<file path="src/rtl/nms_pkg.sv">
// Shared types for the Canny non-maximum suppression stage: gradient angle,
// stream FSM state and hysteresis edge class.
package nms_pkg;

   typedef enum logic [1:0] {
      ANG_H    = 2'b00,
      ANG_D45  = 2'b01,
      ANG_V    = 2'b10,
      ANG_D135 = 2'b11
   } angle_e;

   typedef enum logic [1:0] {
      FILL  = 2'b00,
      RUN   = 2'b01,
      FLUSH = 2'b10
   } state_e;

   typedef enum logic [1:0] {
      CLS_NONE   = 2'b00,
      CLS_WEAK   = 2'b01,
      CLS_STRONG = 2'b10
   } cls_e;

endpackage

</file>
<file path="src/rtl/nms_cmp.sv">
// Combinational 3x3 non-maximum suppression: keeps the centre pixel unless a
// neighbour along the gradient direction is strictly larger. Row index 0 is r-1.
module nms_cmp
   import nms_pkg::*;
#(
   parameter int PIX_W = 5
) (
   input  logic [2:0][PIX_W-1:0] col_l_i,
   input  logic [2:0][PIX_W-1:0] col_c_i,
   input  logic [2:0][PIX_W-1:0] col_r_i,
   input  angle_e                angle_i,
   output logic [PIX_W-1:0]      pix_o
);

   logic [PIX_W-1:0] p;
   logic [PIX_W-1:0] n_a;
   logic [PIX_W-1:0] n_b;

   always_comb begin
      p   = col_c_i[1];
      n_a = col_l_i[1];
      n_b = col_r_i[1];
      case (angle_i)
         ANG_H: begin
            n_a = col_l_i[1];
            n_b = col_r_i[1];
         end
         ANG_D45: begin
            n_a = col_l_i[2];
            n_b = col_r_i[0];
         end
         ANG_V: begin
            n_a = col_c_i[0];
            n_b = col_c_i[2];
         end
         ANG_D135: begin
            n_a = col_l_i[0];
            n_b = col_r_i[2];
         end
         default: ;
      endcase
      // Ties keep the centre, so flat ridges survive thinning.
      pix_o = ((n_a > p) || (n_b > p)) ? '0 : p;
   end

endmodule

</file>
<file path="src/rtl/nms_stream.sv">
// Handshaked streaming NMS stage: one 3-pixel column in, one thinned centre pixel out.
// Optional hysteresis pre-classification is enabled by defining NMS_THRESH_EN.
module nms_stream
   import nms_pkg::*;
#(
   parameter int PIX_W = 5,
   parameter int IMG_W = 960,
   parameter int CNT_W = $clog2(IMG_W)
) (
   input  logic             clk,
   input  logic             reset,
   input  logic             in_valid,
   output logic             in_ready,
   input  logic [PIX_W-1:0] in_pix0,
   input  logic [PIX_W-1:0] in_pix1,
   input  logic [PIX_W-1:0] in_pix2,
   input  logic [1:0]       in_angle,
`ifdef NMS_THRESH_EN
   input  logic [PIX_W-1:0] thr_lo,
   input  logic [PIX_W-1:0] thr_hi,
   output logic [1:0]       out_class,
`endif
   output logic             out_valid,
   input  logic             out_ready,
   output logic [PIX_W-1:0] out_pix,
   output logic             out_last
);

   state_e                  state_q, state_d;
   logic [CNT_W-1:0]        col_q, col_d;
   logic [2:0][PIX_W-1:0]   l_q, l_d;
   logic [2:0][PIX_W-1:0]   c_q, c_d;
   angle_e                  ang_q, ang_d;

   logic                    out_valid_q;
   logic [PIX_W-1:0]        out_pix_q;
   logic                    out_last_q;

   logic                    out_free;
   logic                    accept;
   logic                    load;
   logic                    last_d;
   logic [2:0][PIX_W-1:0]   in_col;
   logic [2:0][PIX_W-1:0]   r_col;
   logic [PIX_W-1:0]        cmp_pix;

   assign in_col   = {in_pix2, in_pix1, in_pix0};
   assign out_free = !out_valid_q || out_ready;
   assign in_ready = (state_q != FLUSH) && out_free;
   assign accept   = in_valid && in_ready;

   // The incoming column acts as R; during FLUSH the strip's right edge pads with zero.
   assign r_col = (state_q == FLUSH) ? '0 : in_col;

   nms_cmp #(.PIX_W(PIX_W)) u_cmp (
      .col_l_i (l_q),
      .col_c_i (c_q),
      .col_r_i (r_col),
      .angle_i (ang_q),
      .pix_o   (cmp_pix)
   );

   always_comb begin
      state_d = state_q;
      col_d   = col_q;
      l_d     = l_q;
      c_d     = c_q;
      ang_d   = ang_q;
      load    = 1'b0;
      last_d  = 1'b0;
      case (state_q)
         FILL: begin
            if (accept) begin
               l_d     = '0;
               c_d     = in_col;
               ang_d   = angle_e'(in_angle);
               col_d   = CNT_W'(1);
               state_d = RUN;
            end
         end
         RUN: begin
            if (accept) begin
               load  = 1'b1;
               l_d   = c_q;
               c_d   = in_col;
               ang_d = angle_e'(in_angle);
               col_d = col_q + CNT_W'(1);
               if (col_q == CNT_W'(IMG_W - 1)) begin
                  state_d = FLUSH;
               end
            end
         end
         FLUSH: begin
            if (out_free) begin
               load    = 1'b1;
               last_d  = 1'b1;
               l_d     = '0;
               c_d     = '0;
               ang_d   = ANG_H;
               col_d   = '0;
               state_d = FILL;
            end
         end
         default: state_d = FILL;
      endcase
   end

   always_ff @(posedge clk or posedge reset) begin
      if (reset) begin
         state_q <= FILL;
         col_q   <= '0;
         l_q     <= '0;
         c_q     <= '0;
         ang_q   <= ANG_H;
      end else begin
         state_q <= state_d;
         col_q   <= col_d;
         l_q     <= l_d;
         c_q     <= c_d;
         ang_q   <= ang_d;
      end
   end

   always_ff @(posedge clk or posedge reset) begin
      if (reset) begin
         out_valid_q <= 1'b0;
         out_pix_q   <= '0;
         out_last_q  <= 1'b0;
      end else if (load) begin
         out_valid_q <= 1'b1;
         out_pix_q   <= cmp_pix;
         out_last_q  <= last_d;
      end else if (out_ready) begin
         out_valid_q <= 1'b0;
      end
   end

   assign out_valid = out_valid_q;
   assign out_pix   = out_pix_q;
   assign out_last  = out_last_q;

`ifdef NMS_THRESH_EN
   cls_e cls_q;

   // A suppressed (zero) magnitude never counts as an edge, whatever the thresholds.
   function automatic cls_e classify(input logic [PIX_W-1:0] pix,
                                     input logic [PIX_W-1:0] lo,
                                     input logic [PIX_W-1:0] hi);
      if ((pix == '0) || (pix < lo)) return CLS_NONE;
      else if (pix >= hi)            return CLS_STRONG;
      else                           return CLS_WEAK;
   endfunction

   always_ff @(posedge clk or posedge reset) begin
      if (reset) begin
         cls_q <= CLS_NONE;
      end else if (load) begin
         cls_q <= classify(cmp_pix, thr_lo, thr_hi);
      end
   end

   assign out_class = cls_q;
`endif

endmodule

</file>
<file path="config.mk">
export PLATFORM = sky130hd
export DESIGN_NAME = nms_stream
export DESIGN_NICKNAME = d
export VERILOG_FILES = /design/src/rtl/nms_pkg.sv /design/src/rtl/nms_cmp.sv /design/src/rtl/nms_stream.sv
export SDC_FILE = /design/constraint.sdc
export NUM_CORES = 1
export LEC_CHECK = 0
export ABC_AREA = 1
export CORE_ASPECT_RATIO = 0.7
export CORE_MARGIN = 10
export CORE_UTILIZATION = 46
export CTS_CLUSTER_DIAMETER = 40
export DETAILED_ROUTE_END_ITERATION = 12
export DONT_BUFFER_PORTS = 1
export MAX_ROUTING_LAYER = met4
export SLEW_MARGIN = 10
export SYNTH_ARGS = -nofsm -noshare
export SYNTH_HDL_FRONTEND = slang
export SYNTH_HIERARCHICAL = 1
export SYNTH_SLANG_ARGS = --single-unit
</file>
<file path="constraint.sdc">
create_clock -name clk -period 3.4 [get_ports clk]
set_clock_uncertainty 0.15 [all_clocks]
set_input_delay 0.68 -clock clk [delete_from_list [all_inputs] [get_ports clk]]
set_output_delay 0.68 -clock clk [all_outputs]
set_load 0.05 [all_outputs]
</file>
# [Yosys cells after proc, flatten, opt, wreduce, memory -nomap -nowiden]
# Index checks and enable logic that the tools add are counted.
[op_classes] n_reduce_logical=14 n_shift=0 mux=27 multipliers=0 bitwise=0 addsub=1 div_mod_pow=0 magnitude_cmp=2 eq_ne=12
[ops] operator="2-to-1 mux 15 bit" count=5
[ops] operator="case mux 15 bit (3 select lines)" count=1
[ops] operator="case mux 5 bit (4 select lines)" count=2
[ops] operator="2-to-1 mux 10 bit" count=3
[ops] operator="case mux 10 bit (3 select lines)" count=1
[ops] operator="case mux 15 bit (2 select lines)" count=1
[ops] operator="adder 10 x 1 -> 10 bit, second input constant" count=1
[ops] operator="equality test 10 bit, second input constant" count=1
[ops] operator="> comparator 5 bit" count=2
[ops] operator="2-to-1 mux 2 bit" count=5
[ops] operator="!= test 2 bit, second input constant" count=5
[ops] operator="AND reduction 4 bit" count=2
[ops] operator="equality test 2 bit, second input constant" count=3
[ops] operator="case mux 2 bit (3 select lines)" count=1
[ops] operator="2-to-1 mux 1 bit" count=5
[ops] operator="2-to-1 mux 5 bit" count=1
[ops] operator="equality test 2 x 1 -> 1 bit, second input constant" count=2
[ops] operator="logical NOT 2 bit" count=2
[ops] operator="case mux 2 bit (2 select lines)" count=1
[ops] operator="nonzero test 2 bit" count=2
[ops] operator="AND reduction 3 bit" count=1
[ops] operator="nonzero test 3 bit" count=1
[ops] operator="logical AND 1 bit" count=2
[ops] operator="logical OR 1 bit" count=2
[ops] operator="other kinds (4)" count=4
[word_totals] n_memories=0 romBits=0 inputBits=21 latchBits=0 wordCells=68 regBits=51 ramBits=0 output_inout_bits=8

# [Longest topological paths before layout]
# Gate-level depths: netlist (run 1).
[logic_depth] depth_word=7 mapped_depth=19 ltp_nobuf=17

# [Hierarchy]
# The synthesis (run 1) kept the hierarchy.
[modules_own_cells] mod="nms_stream" seq_area_each_um2=1276.2 instances=1 cells_per_inst=368 area_per_inst_um2=2705.1
[modules_own_cells] mod="nms_cmp" seq_area_each_um2=0.0 instances=1 cells_per_inst=112 area_per_inst_um2=555.5

# [Least setup slack after synthesis (run 1)]
# OpenSTA, ideal clock, no wires.
[synth_path] path_type="reg-to-reg" startpoint="register state_q[0]" endpoint="register out_pix_q[0], in the netlist out_pix[0]" setup_ns=0.119 arrival_time_ns=2.354 setup_slack_ns=0.777 period_less_slack_ns=2.623 stages_incl_launch_ff=20 required_time_ns=3.131 n_path_buf=2 cell_sequence="dfrtp_1 > inv_1 > ha_1 > buf_2 > buf_1 > nor2_1 > o21ai_1 > nand3_1 > o21ai_1 > inv_1 > ha_1 > nand2_1 > nor2_1 > nand2_1 > nand3_1 > nand2_1 > nand2_1 > nor2_1 > nand2_1 > nand2_1"
[synth_between] elab_chain_len=6 elab_cells_between_ends=12 cone_classes="order compare (1); eq/ne (3); mux (5); reduce/logical (3)"
[synth_rtl] item="start: declaration" line="nms_stream.sv:29" rtl="state_e state_q, state_d;"
[synth_rtl] item="start signal: assignment" line="nms_stream.sv:116" rtl="state_q <= state_d;"
[synth_rtl] item="equality test 2 bit" line="nms_stream.sv:53" rtl="assign r_col = (state_q == FLUSH) ? '0 : in_col;"
[synth_rtl] item="2-to-1 mux 15 bit" line="nms_stream.sv:53"
[synth_rtl] item="case mux 5 bit (4 select lines)" line="nms_cmp.sv:23" rtl="case (angle_i)"
[synth_rtl] item="> comparator 5 bit" line="nms_cmp.sv:43" rtl="pix_o = ((n_a > p) || (n_b > p)) ? '0 : p;"
[synth_rtl] item="logical OR 1 bit" line="nms_cmp.sv:43"
[synth_rtl] item="2-to-1 mux 5 bit" line="nms_cmp.sv:43"
[synth_rtl] item="named net cmp_pix[0]" line="nms_stream.sv:45" rtl="logic [PIX_W-1:0] cmp_pix;"
[synth_rtl] item="end signal: assignment" line="nms_stream.sv:131" rtl="out_pix_q <= cmp_pix;"
[synth_rtl] item="end: declaration" line="nms_stream.sv:36" rtl="logic [PIX_W-1:0] out_pix_q;"
# The timed path passes the listed nets, and every way through them passes these cells.
# A chain may end at the register's enable or synchronous reset.

# [Worst setup path after layout (run 1)]
[layout_path] startpoint="register state_q[0]" endpoint="register out_pix_q[2], in the netlist out_pix[2]"
# The elaborated chain is that of the path after synthesis.

==> run summary, run 1 <==
# DRC -> 0
Top cells by area, synth -> dfrtp_1, nand2_1, inv_1
Fin crit period -> 2.88 ns
RSZ-0062 raised after global routing -> no
Fin util -> 0.504
Post-Syn Instances -> 480
PostCTS Resize Cnt -> 0
Switching Share -> 0.530
Num rows -> 25
Dpl hpwl -> 5700 um
Avg Cell Area, Syn -> 6.79 um^2
NetSw -> 1.77 mW
Final setup vio count -> 0
Syn. warnings -> 6
Setup Buffers After CTS -> 0
Yosys cell types -> 29
Antenna-violating nets left -> 0
Seq/Total Area, Yosys -> 0.391
Post-synth net total -> 517
Largest area contributor in the netlist -> dfrtp_1
Final WL -> 7870 um
CTS Root Cell -> clkbuf_8
First drt pass iteration count -> 5
Worst slew pin tran -> 0.600 ns
Arrival time worst endpoint -> 2.94 ns
Total GRT Usage -> 0.153
Clk network pwr share -> 0.130
Die outline width -> 121 um
Ant diodes -> 0
TritonCTS Sinks -> 51
Cell Pwr Density -> 971 nW/um^2
Starting Density -> 0.478
Yosys reg bits -> 51
Top Ports -> 29
Most frequent cell after synthesis -> nand2_1
First-pass GRT wire length -> 13400 um
Max Cap Viol -> 0
Total vias in the final route -> 2866
CTS Buf Count -> 5
Post-Syn Area -> 3260 um^2
Clk buf depth -> 2
GPL Wtd Cong -> 0.827
Layout cells sized above 1 -> 0.0851
Comb power frac -> 0.540
DR iter-0 viols -> 237
Slew headroom -> 0.599
Synth Flop Type -> dfrtp_1
Post-CTS Hold Buffers -> 0
EDFF count, synth -> 0
CP endpoint kind -> flop
Internal power -> 1.57 mW
WL per Instance -> 13.7 um
Core ar. -> 6820 um^2
Hold Crit Class -> input port to async pin
Ys async rst share -> 1.00
Final period utilization -> 0.847
Filler cells -> 734
Synth cell count leaders -> nand2_1, inv_1, dfrtp_1
CP Data Required Time -> 3.46 ns
Startpoint class of the critical path -> flop
Area fraction of the dominant cell type after synthesis -> 0.391
P&R area growth vs syn -> 5.41%
Layout net count -> 518
Grt total ovfl -> 0
Sequential share of power -> 0.330
Fmax -> 0.347 GHz
Peak supply drop -> 563 uV
Largest net degree at the start of global routing -> 29
Port Buf Inserts -> 0
Max H-tree Level -> 2
Endpoints failing hold -> 0
Setup TNS -> 0 ns
Antenna violations before repair -> 0
Leakage -> 1.99 nW
Worst Path Max Fanout -> 13
CP startpoint -> state_q[0]
Die Y -> 90.4 um
CTS tree -> built
Die area -> 10900 um^2
Clock Latency Late Sink -> 0.31 ns
Status -> finished clean
R2r startpoint -> state_q[0]
Max Slew Vio Count -> 0
Vias in the first global route -> 2651
Clock slew seen by the registers of the worst setup and hold paths -> 0.10 ns
Crit path kind -> flop to flop
Vias/cell -> 4.98
metrics by stage:
step | std cells | instance area [um^2] | total power [mW] | hold slack (ns) | setup slack, ns
global route | 576 | 3440 | 3.69 | 0.206 | 0.158
global placement | 568 | 3320 | 2.89 | 0.307 | 0.740
finish | 576 | 3440 | 3.34 | 0.165 | 0.519
detailed placement | 568 | 3320 | 2.91 | 0.309 | 0.616
CTS | 576 | 3440 | 3.36 | 0.179 | 0.521
floorplan | 480 | 3260 | 2.56 | 0.292 | 0.777
cells in the final DEF, fill, tap and decap left out, drive strengths merged:
master and n:
ha 16, nand3 25, nand4 2, a21oi 4
nor2 48, nand2 227, dfrtp 51, inv 68
nand3b 1, o21bai 1, buf 6, nor4b 1
a31oi 3, o21ai 20, clkinv 2, a21boi 1
bufinv 1, clkbuf 5
state kept, by name, summed over array words and instances, names as in the netlist:
| name | flops |
|---|---|
| c_q | 15 |
| l_q | 15 |
| col_q | 10 |
| out_pix | 5 |
| ang_q | 2 |
| state_q | 2 |
| out_last | 1 |
| out_valid | 1 |
final cells by class:
type                    instances  area [um^2]  share of cell area
flip-flops and latches         51         1280               0.371
multi-input cells             349         1630               0.474
repair buffers                  6         45.0              0.0131
clock inverters                 3         43.8              0.0127
well taps                      94          118              0.0342
clock buffers                   5         68.8              0.0200
inverters                      68          255              0.0743
per-layer routing:
layer / global-route usage / vias to the layer above / part of all wire / wire length [um]
met1: 0.226 / 1326 / 0.53 / 4150
li1: - / 1450 / - / -
met4: 0.0301 / 0 / 0.0065 / 51
met5: - / - / 0 / 0
met3: 0.0362 / 6 / 0.071 / 562
met2: 0.204 / 84 / 0.39 / 3100
worst max-delay path, stage by stage, from the launching register on:
cell	delay, ns
dfrtp_1	0.43
inv_1	0.13
ha_1	0.33
buf_4	0.25
nor2_1	0.09
o21ai_1	0.13
nand3_1	0.10
o21ai_1	0.08
inv_1	0.05
ha_1	0.27
nand2_1	0.08
nor2_1	0.18
nand2_1	0.07
nand3_1	0.07
nand2_1	0.05
nand2_1	0.14
nor2_1	0.06
nand2_1	0.07
nand2_1	0.05
cells by family (layout without fill, tap and decap cells):
family / count (synthesis) / count (layout) / synth area share
simple gates: 304 / 304 / 0.387
buf+inv: 80 / 82 / 0.109
flops: 51 / 51 / 0.391
compound gates: 29 / 29 / 0.0518
fa+ha+maj: 16 / 16 / 0.0614
power by group through the flow:
stage	Combinational (mW)	Sequential, mW	Clock [mW]
2_1_floorplan	1.49	1.07	0
3_3_place_gp	1.78	1.11	0
3_5_place_dp	1.79	1.12	0
4_1_cts	1.81	1.10	0.448
5_1_grt	2.08	1.14	0.473
6_report	1.80	1.10	0.433
worst paths after layout:
kind / endpoint / slack (ns) / depth (start not counted)
setup / recovery: out_pix[2] / 0.52 / 18
hold / removal: l_q[12] / 0.17 / 1
setup reg to reg: out_pix[2] / 0.52 / 18
hold reg to reg: l_q[0] / 0.33 / 2
max in group asynchronous: c_q[13] / 2.18 / 2
min in group clk: l_q[0] / 0.33 / 2
No activity file was read; power rests on OpenSTA's default activity.
==> run 2, diff against run 1 <==
==> constraint.sdc (replaced) <==
create_clock -name clk -period 2.45 [get_ports clk]
set_clock_uncertainty 0.15 [all_clocks]
set_input_delay 0.49 -clock clk [delete_from_list [all_inputs] [get_ports clk]]
set_output_delay 0.49 -clock clk [all_outputs]
set_load 0.05 [all_outputs]
==> run 2 against run 1 <==
Against the previous run: combinational power rose by 69%; first-iteration DRC count is 22% higher; via count shrank 0.28%; maximum frequency grew 23%; register-to-register slack got worse by 0.41 ns; wire length is 5.6% higher; critical endpoint is now out_pix[4].
==> run summary, run 2 (synthesized netlist as in run 1, its figures left out) <==
CTS tree -> built
CP endpoint kind -> flop
Total vias in the final route -> 2858 (-0.28%)
Arrival time worst endpoint -> 2.39 ns (-0.55 ns)
Core ar. -> 6820 um^2 (unchanged)
Die area -> 10900 um^2 (unchanged)
Regs by FF count -> c_q: 15 flops, l_q: 15 flops, col_q: 10 flops
Clk buf depth -> 2 (unchanged)
Startpoint class of the critical path -> flop
Clock Latency Late Sink -> 0.31 ns (about the same)
Clk network pwr share -> 0.105 (-0.025)
Largest net degree at the start of global routing -> 52 (+79%)
Max Slew Vio Count -> 0 (unchanged)
Worst Path Max Fanout -> 5 (-8)
Power Total -> 5.09 mW (+52%)
CP Data Required Time -> 2.51 ns (-0.95 ns)
Sequential share of power -> 0.297 (-0.033)
Port Buf Inserts -> 0 (unchanged)
GPL Wtd Cong -> 0.816 (-1.3%)
Max H-tree Level -> 2 (unchanged)
Cell Pwr Density -> 1390 nW/um^2 (+43%)
WL per Instance -> 14.0 um (+2.6%)
Vias in the first global route -> 2606 (-1.7%)
Total GRT Usage -> 0.155 (+0.00157)
# DRC -> 0 (unchanged)
Post-Layout Inst Area -> 3670 um^2 (+6.8%)
Placed inst area -> 3380 um^2 (+1.6%)
Top Ports -> 29 (unchanged)
CTS Buf Count -> 5 (unchanged)
NetSw -> 2.69 mW (+52%)
First drt pass iteration count -> 4 (-1)
Max Cap Viol -> 0 (unchanged)
Endpoints failing hold -> 0 (unchanged)
Clock slew seen by the registers of the worst setup and hold paths -> 0.10 ns (about the same)
P&R area growth vs syn -> 12.6%
Starting Density -> 0.478 (unchanged)
Final period utilization -> 0.954 (+0.107)
Hold Crit Class -> input port to async pin
Slew headroom -> 0.550 (-0.0495)
DR iter-0 viols -> 290 (+22%)
Layout cells sized above 1 -> 0.154 (+0.0692)
Num rows -> 25 (unchanged)
Grt total ovfl -> 0 (unchanged)
Fmax -> 0.428 GHz (+23%)
Most common cell after layout, fill and taps aside -> nand2_1
Vias/cell -> 4.82 (-3.1%)
CTS Root Cell -> clkbuf_8
Antenna violations before repair -> 0 (unchanged)
Final WL -> 8310 um (+5.6%)
Antenna-violating nets left -> 0 (unchanged)
Leakage -> 2.06 nW (+3.9%)
Final setup vio count -> 0 (unchanged)
RSZ-0062 raised after global routing -> yes
Dpl hpwl -> 5600 um (-1.8%)
Switching Share -> 0.528 (-0.00249)
Die outline width -> 121 um (unchanged)
Most frequent cells in the layout -> nand2_1, inv_1, dfrtp_1
TritonCTS Sinks -> 51 (unchanged)
Layout net count -> 535 (+3.3%)
Worst slew pin tran -> 0.675 ns (+0.0751 ns)
Ant diodes -> 0 (unchanged)
Comb power frac -> 0.598 (+0.058)
Internal power -> 2.40 mW (+53%)
Status -> finished clean
Peak supply drop -> 1370 uV (+140%)
Die Y -> 90.4 um (unchanged)
Post-CTS Hold Buffers -> 0 (unchanged)
Crit path kind -> flop to flop
First-pass GRT wire length -> 13400 um (-0.31%)
Fin crit period -> 2.34 ns (-0.544 ns)
-- run 2: per-stage QoR --
stage | setup slack, ns | hold slack (ns) | utilization | cells | setup TNS (ns)
6_report | 0.113 | 0.0876 | 0.539 | 593 | 0
5_1_grt | -0.0414 | 0.125 | 0.539 | 593 | -0.178
4_1_cts | 0.00984 | 0.110 | 0.511 | 583 | 0
3_5_place_dp | -0.0305 | 0.313 | 0.495 | 575 | -0.128
3_3_place_gp | 0.0510 | 0.307 | 0.495 | 575 | 0
2_1_floorplan | 0.0293 | 0.292 | - | 480 | 0
-- run 2: per-layer routing --
metal  up-vias  track usage  wire length, um
met5         -            -                0
met4         0       0.0361               53
met3         4       0.0306              586
met2        80        0.200             3290
met1      1283        0.235             4380
li1       1491            -                -
-- run 2: path summary, 6_finish.rpt --
check / start / slack, ns / depth (start not counted) / to
max: state_q[1] / 0.11 / 17 / out_pix[4]
min: reset / 0.09 / 2 / out_pix[0]
max reg2reg: state_q[1] / 0.11 / 17 / out_pix[4]
min reg2reg: l_q[0] / 0.33 / 2 / l_q[0]
max in group asynchronous: reset / 1.58 / 2 / ang_q[1]
min in group clk: in_angle[0] / 0.16 / 2 / ang_q[0]
-- run 2: power by group through the flow --
stage / clock [mW] / sequential [mW] / combinational, mW
3_5_place_dp: 0 / 1.51 / 2.61
4_1_cts: 0.556 / 1.50 / 2.64
2_1_floorplan: 0 / 1.49 / 2.08
3_3_place_gp: 0 / 1.50 / 2.58
5_1_grt: 0.602 / 1.55 / 3.44
6_report: 0.536 / 1.51 / 3.04
-- run 2: what timing repair did --
item | CTS | global route
endpoints found under the setup margin | 5 | 8
pin swaps | 1 | 24
gates resized for setup | 3 | 30
buffers inserted | 0 | 9
endpoints found under the hold margin | 0 | 0
gates cloned | 0 | 1
-- run 2: critical path, stage by stage (launching register included) --
cell and delay, ns:
dfrtp_1 0.43, ha_4 0.19, buf_8 0.13, buf_4 0.14
buf_4 0.14, nor2_2 0.12, nand2_1 0.06, nand3_1 0.13
a21oi_1 0.07, ha_1 0.19, inv_1 0.05, nand2_1 0.04
nand3_1 0.06, nand2_1 0.07, nand2_2 0.10, nor2_1 0.06
nand2_1 0.06, nand2_1 0.04
-- run 2: final cells by class --
class / instances / area (um^2)
fill: 708 / 3150
multi-input combinational: 349 / 1720
sequential: 51 / 1280
inverter: 68 / 262
timing repair buffer: 22 / 188
tap: 94 / 118
clock buffer: 6 / 82.6
clock inverter: 2 / 16.3
timing repair inverter: 1 / 7.51
